**src/rtl/line_burst_adaptor_if.sv**
```systemverilog
// Line-side (L2 pmem) and burst-side (memory) signals of the line/burst adaptor.
// master: L2 cache plus burst memory environment; slave: the adaptor itself.
interface line_burst_adaptor_if #(
  parameter int unsigned LineW  = 256,
  parameter int unsigned BurstW = 64,
  parameter int unsigned AddrW  = 32
);
  logic [AddrW-1:0]  line_address;
  logic [LineW-1:0]  line_wdata;
  logic [LineW-1:0]  line_rdata;
  logic              line_read;
  logic              line_write;
  logic              line_resp;
  logic [AddrW-1:0]  burst_address;
  logic [BurstW-1:0] burst_wdata;
  logic [BurstW-1:0] burst_rdata;
  logic              burst_read;
  logic              burst_write;
  logic              burst_resp;

  modport master (
    output line_address, line_wdata, line_read, line_write, burst_rdata, burst_resp,
    input  line_rdata, line_resp, burst_address, burst_wdata, burst_read, burst_write
  );

  modport slave (
    input  line_address, line_wdata, line_read, line_write, burst_rdata, burst_resp,
    output line_rdata, line_resp, burst_address, burst_wdata, burst_read, burst_write
  );
endinterface

```
**src/rtl/line_burst_adaptor.sv**
```systemverilog
// Splits 256-bit L2 line reads/writes into 4-beat 64-bit bursts, one transaction at a time.
// Optional build macro ADAPTOR_STATS_EN adds completed read/write line counters.
module line_burst_adaptor #(
  parameter int unsigned LineW  = 256,
  parameter int unsigned BurstW = 64,
  parameter int unsigned AddrW  = 32
) (
  input  logic                i_clk,
  input  logic                i_rst_n,
  line_burst_adaptor_if.slave bus
`ifdef ADAPTOR_STATS_EN
  ,
  output logic [31:0]         o_rd_lines,
  output logic [31:0]         o_wr_lines
`endif
);

  localparam int unsigned Beats = LineW / BurstW;
  localparam int unsigned CntW  = (Beats > 1) ? $clog2(Beats) : 1;
  localparam int unsigned OffW  = $clog2(LineW / 8);
  localparam logic [CntW-1:0] CntLast = CntW'(Beats - 1);

  typedef enum logic [1:0] {StIdle, StRd, StWr, StDone} state_e;

  state_e            r_state;
  logic [CntW-1:0]   r_cnt;
  logic [AddrW-1:0]  r_addr;
  logic [LineW-1:0]  r_wline;
  logic [BurstW-1:0] r_wdata;
  logic [LineW-1:0]  r_rdata;
  logic              r_read;
  logic              r_write;
  logic              r_resp;
`ifdef ADAPTOR_STATS_EN
  logic [31:0]       r_rd_lines;
  logic [31:0]       r_wr_lines;
`endif

  logic [CntW-1:0]   w_cnt_nxt;
  logic [AddrW-1:0]  w_line_base;
  logic              w_unused_offset;

  assign w_cnt_nxt       = r_cnt + 1'b1;
  assign w_line_base     = {bus.line_address[AddrW-1:OffW], {OffW{1'b0}}};
  assign w_unused_offset = ^bus.line_address[OffW-1:0];

  always_ff @(posedge i_clk or negedge i_rst_n) begin
    if (!i_rst_n) begin
      r_state <= StIdle;
      r_cnt   <= '0;
      r_addr  <= '0;
      r_wline <= '0;
      r_wdata <= '0;
      r_rdata <= '0;
      r_read  <= 1'b0;
      r_write <= 1'b0;
      r_resp  <= 1'b0;
`ifdef ADAPTOR_STATS_EN
      r_rd_lines <= '0;
      r_wr_lines <= '0;
`endif
    end else begin
      unique case (r_state)
        StIdle: begin
          // Writeback takes priority so a dirty victim leaves before its refill arrives.
          if (bus.line_write) begin
            r_addr  <= w_line_base;
            r_wline <= bus.line_wdata;
            r_wdata <= bus.line_wdata[BurstW-1:0];
            r_cnt   <= '0;
            r_write <= 1'b1;
            r_state <= StWr;
          end else if (bus.line_read) begin
            r_addr  <= w_line_base;
            r_cnt   <= '0;
            r_read  <= 1'b1;
            r_state <= StRd;
          end
        end
        StRd: begin
          if (bus.burst_resp) begin
            r_rdata[BurstW*r_cnt +: BurstW] <= bus.burst_rdata;
            r_cnt <= w_cnt_nxt;
            if (r_cnt == CntLast) begin
              r_read  <= 1'b0;
              r_resp  <= 1'b1;
              r_state <= StDone;
`ifdef ADAPTOR_STATS_EN
              r_rd_lines <= r_rd_lines + 32'd1;
`endif
            end
          end
        end
        StWr: begin
          if (bus.burst_resp) begin
            r_cnt <= w_cnt_nxt;
            if (r_cnt == CntLast) begin
              r_write <= 1'b0;
              r_resp  <= 1'b1;
              r_state <= StDone;
`ifdef ADAPTOR_STATS_EN
              r_wr_lines <= r_wr_lines + 32'd1;
`endif
            end else begin
              r_wdata <= r_wline[BurstW*w_cnt_nxt +: BurstW];
            end
          end
        end
        StDone: begin
          r_resp  <= 1'b0;
          r_state <= StIdle;
        end
        default: r_state <= StIdle;
      endcase
    end
  end

  assign bus.line_rdata    = r_rdata;
  assign bus.line_resp     = r_resp;
  assign bus.burst_address = r_addr;
  assign bus.burst_wdata   = r_wdata;
  assign bus.burst_read    = r_read;
  assign bus.burst_write   = r_write;

`ifdef ADAPTOR_STATS_EN
  assign o_rd_lines = r_rd_lines;
  assign o_wr_lines = r_wr_lines;
`endif

endmodule
```
**src/flat_wrapper.sv**
```systemverilog
// flat-port wrapper written by rule: the top's interface ports become plain ports
module line_burst_adaptor_flat 
#(
  parameter int unsigned LineW  = 256,
  parameter int unsigned BurstW = 64,
  parameter int unsigned AddrW  = 32
)
  (i_clk, i_rst_n, bus_line_address, bus_line_wdata, bus_line_read, bus_line_write, bus_burst_rdata, bus_burst_resp, bus_line_rdata, bus_line_resp, bus_burst_address, bus_burst_wdata, bus_burst_read, bus_burst_write);
  line_burst_adaptor_if #(.LineW(LineW), .BurstW(BurstW), .AddrW(AddrW)) bus_i ();
  input  logic i_clk;
  input  logic i_rst_n;
  input wire logic [$bits(bus_i.line_address)-1:0] bus_line_address;
  input wire logic [$bits(bus_i.line_wdata)-1:0] bus_line_wdata;
  input wire logic [$bits(bus_i.line_read)-1:0] bus_line_read;
  input wire logic [$bits(bus_i.line_write)-1:0] bus_line_write;
  input wire logic [$bits(bus_i.burst_rdata)-1:0] bus_burst_rdata;
  input wire logic [$bits(bus_i.burst_resp)-1:0] bus_burst_resp;
  output wire logic [$bits(bus_i.line_rdata)-1:0] bus_line_rdata;
  output wire logic [$bits(bus_i.line_resp)-1:0] bus_line_resp;
  output wire logic [$bits(bus_i.burst_address)-1:0] bus_burst_address;
  output wire logic [$bits(bus_i.burst_wdata)-1:0] bus_burst_wdata;
  output wire logic [$bits(bus_i.burst_read)-1:0] bus_burst_read;
  output wire logic [$bits(bus_i.burst_write)-1:0] bus_burst_write;
  assign bus_i.line_address = bus_line_address;
  assign bus_i.line_wdata = bus_line_wdata;
  assign bus_i.line_read = bus_line_read;
  assign bus_i.line_write = bus_line_write;
  assign bus_i.burst_rdata = bus_burst_rdata;
  assign bus_i.burst_resp = bus_burst_resp;
  assign bus_line_rdata = bus_i.line_rdata;
  assign bus_line_resp = bus_i.line_resp;
  assign bus_burst_address = bus_i.burst_address;
  assign bus_burst_wdata = bus_i.burst_wdata;
  assign bus_burst_read = bus_i.burst_read;
  assign bus_burst_write = bus_i.burst_write;
  line_burst_adaptor #(.LineW(LineW), .BurstW(BurstW), .AddrW(AddrW)) u_core (.i_clk(i_clk), .i_rst_n(i_rst_n), .bus(bus_i));
endmodule
```
**config.mk**
```make
export PLATFORM = sky130hd
export DESIGN_NAME = line_burst_adaptor_flat
export DESIGN_NICKNAME = d
export VERILOG_FILES = /design/src/rtl/line_burst_adaptor_if.sv /design/src/rtl/line_burst_adaptor.sv /design/src/flat_wrapper.sv
export SDC_FILE = /design/constraint.sdc
export NUM_CORES = 1
export LEC_CHECK = 0
export ABC_CLOCK_PERIOD_IN_PS = 3500
export BUFFER_PORTS_ARGS = -buffer_cell sky130_fd_sc_hd__buf_4
export CAP_MARGIN = 20
export CORE_AREA = 8 8 271 273
export DETAILED_ROUTE_END_ITERATION = 8
export DIE_AREA = 0 0 279 281
export PLACE_DENSITY_LB_ADDON = 0.1
export SETUP_SLACK_MARGIN = 0.05
export SLEW_MARGIN = 20
export SYNTH_ARGS = -nofsm -noshare
export SYNTH_HDL_FRONTEND = slang
export SYNTH_SLANG_ARGS = --single-unit
```
**constraint.sdc**
```tcl
create_clock -name i_clk -period 3.5 [get_ports i_clk]
set_input_delay 0.175 -clock i_clk [delete_from_list [all_inputs] [get_ports i_clk]]
set_output_delay 0.175 -clock i_clk [all_outputs]
set_load 0.02 [all_outputs]
```
==> qor.yml <==
status: "completed"
port_buffers: 701
grt_pass1_vias: 21100
p_seq_share_pct: 36.7
final_cells: 3739
synth_top_flop_cell: "dfrtp_1"
crit_type: "reg2reg"
fin_util_pct: 53.7
cts_max_level: 3
viasPerCell: 5.12
hold_buffers: 350
drv_cap: 0
fin_tns_setup_ns: 0
netlist-cell-type-count: 37
rows: 97
die_w_microns: 279
post_dp_cell_area_sq_mm: 0.0312
cts.sink_count: 610
clock-root-buffer: "clkbuf_16"
tritoncts: "done"
clock_path_buffers: 3
globalplace.congestion: 0.834
start_kind: "register"
drt_wl_total_microns: 91500
synth_top_area_cell: "dfrtp_1"
crit_path_end_kind: "register"
drt-pass1-iter-count: 5
yosysSeqAreaShare_pct: 61.3
worstPathArrival_ns: 3.02
cts.clk_slew.worst_paths_ns: 0.06
tightest_slew_ns: 0.961
area_growth_pct: 49.3
internal_power_mw: 19.9
hold_viol: 0
min_period_ns: 2.53
total_power_mw: 29.6
numCtsBuffers: 72
fill_cells: 5964
num_vias: 19100
async_flop_share_pct: 100
max_freq_mhz: 395
dpl.hpwl_microns: 63000
synthesis.instances: 1710
path_max_fanout: 26
synth_area_leaders: "dfrtp_1, mux2_2, a22o_1"
drtIter0Drc: 997
hold_slack_ns: 0.155
cts_resized: 0
switching_share_pct: 32.7
avgSynthCellArea_sq_um: 14.6
post_cts_buffers: 0
rsz0062_at_grt: "no"
grt_pass1_wl_microns: 138000
clockPowerShare_pct: 26.4
grt_max_degree: 145
synth.most_common_cell: "dfrtp_1"
rr_worst_depth: 4
worstHoldPathType: "in2reg"
drive_gt1_share_pct: 44.1
layout_setup_ws_ns: 0.967
core_sq_mm: 0.0693
yosys_warnings: 0
leakage_nw: 17.3
die_y_microns: 281
ant_nets: 0
peakVddDrop_uv: 483
synth_common_cells: "dfrtp_1, mux2_2, a22o_1, nand2_1, o21ai_0"
skew_ns: 0.0137
holdPathStages: 3
initial_core_util_pct: 36.0
dp_slack_ns: 0.903
cp.required_ns: 3.99
p_per_area_mw_per_mm2: 795
dp_cells: 3250
antenna_found_initial: 11
insertion_delay_ns: 0.61
synth_edf_count: 0
grtUsageTotal_pct: 22.8
synth_top_area_share_pct: 61.3
synth.cell_area_sq_mm: 0.0249
drv_slew: 0
synth.ff_latch_count: 610
final_area_sq_mm: 0.0372
pwr-share-comb_pct: 36.8
globalRouteOverflowTotal: 0
period_share_pct: 72.4
relSlewSlack_pct: 35.9
drc: 0
wl_per_cell_microns: 24.5
final_nets: 3102
p_switching_mw: 9.68
die-area_sq_mm: 0.0784
setup_viol: 0
r2r_setup_slack_ns: 0.97
pin_count: 712
-- flip-flops by register name, indices dropped and copies added (netlist names) --
register / flops
u_core.bus.burst_read: 1
u_core.bus.line_resp: 1
u_core.bus.burst_write: 1
u_core.bus.burst_wdata: 64
u_core.r_cnt: 2
u_core.r_state: 2
u_core.r_wline: 256
u_core.bus.burst_address: 27
u_core.bus.line_rdata: 256
-- kinds of logic after synthesis --
family / after synthesis / share of synthesized area [%]
flip-flops: 610 / 61.3
multiplexers: 349 / 18.7
AO/OA/AOI/OAI: 339 / 10.9
AND/OR/NAND/NOR: 241 / 5.37
buffers and inverters: 159 / 3.21
adder cells (fa/ha/maj): 11 / 0.552
other: 1 / 0.0150
-- per-layer routing --
metal / share of wire [%] / track usage [%] / wire (microns) / vias to the layer above
li1: - / - / - / 8472
met1: 39 / 27.5 / 36100 / 9879
met2: 51 / 39.6 / 46600 / 639
met3: 6.4 / 6.11 / 5890 / 156
met4: 3.2 / 7.39 / 2940 / 2
met5: 0.013 / 0 / 12 / -
-- layout make-up --
| cell class | count | area (sq um) | area share, % |
|---|---|---|---|
| diodes | 12 | 30.0 | 0.0807 |
| clock buffers | 96 | 2030 | 5.47 |
| clock inverters | 31 | 435 | 1.17 |
| inverters | 8 | 30.0 | 0.0807 |
| multi-input cells | 945 | 8950 | 24.1 |
| flip-flops and latches | 610 | 15300 | 41.1 |
| well taps | 940 | 1180 | 3.16 |
| repair buffers | 1097 | 9270 | 24.9 |
-- power groups by stage --
stage          Combinational, mW  Clock, mW  Sequential, mW
4_1_cts                     11.0       8.03            10.8
5_1_grt                     11.6       8.31            11.1
6_report                    10.9       7.81            10.9
2_1_floorplan               5.91          0            11.6
3_5_place_dp                10.7          0            10.9
3_3_place_gp                10.5          0            10.8
-- critical path, cell delays in order, from the launching register on --
cell and delay, ns:
dfrtp_4 0.41, buf_4 0.43, buf_4 0.61, mux4_2 0.59
a221o_1 0.34
-- cells in the final DEF (no fill, tap or decap), drive strengths merged, types with 2 or more instances in the layout --
master and count:
buf 747, a2bb2oi 2, dlygate4sd3 350, nand2b 4, clkbuf 96, a21oi 4, nand3 5, conb 5
clkinv 16, diode 12, nand2 155, o22ai 2, mux4 64, nor4 2, ha 11, nor2b 2
inv 13, mux2 284, dfrtp 610, o21ai 82, a22o 183, and4 64, bufinv 9, nor4b 3
a221o 64
-- worst paths after layout --
check	start	endpoint
min	bus_line_write	u_core.r_state[1]
min in group asynchronous	i_rst_n	u_core.bus.line_rdata[20]
min reg2reg	u_core.bus.line_rdata[163]	u_core.bus.line_rdata[163]
max reg2reg	u_core.r_cnt[0]	u_core.bus.burst_wdata[39]
max in group asynchronous	i_rst_n	u_core.r_wline[27]
max	u_core.r_cnt[0]	u_core.bus.burst_wdata[39]
(Power assumes the default switching activity.)
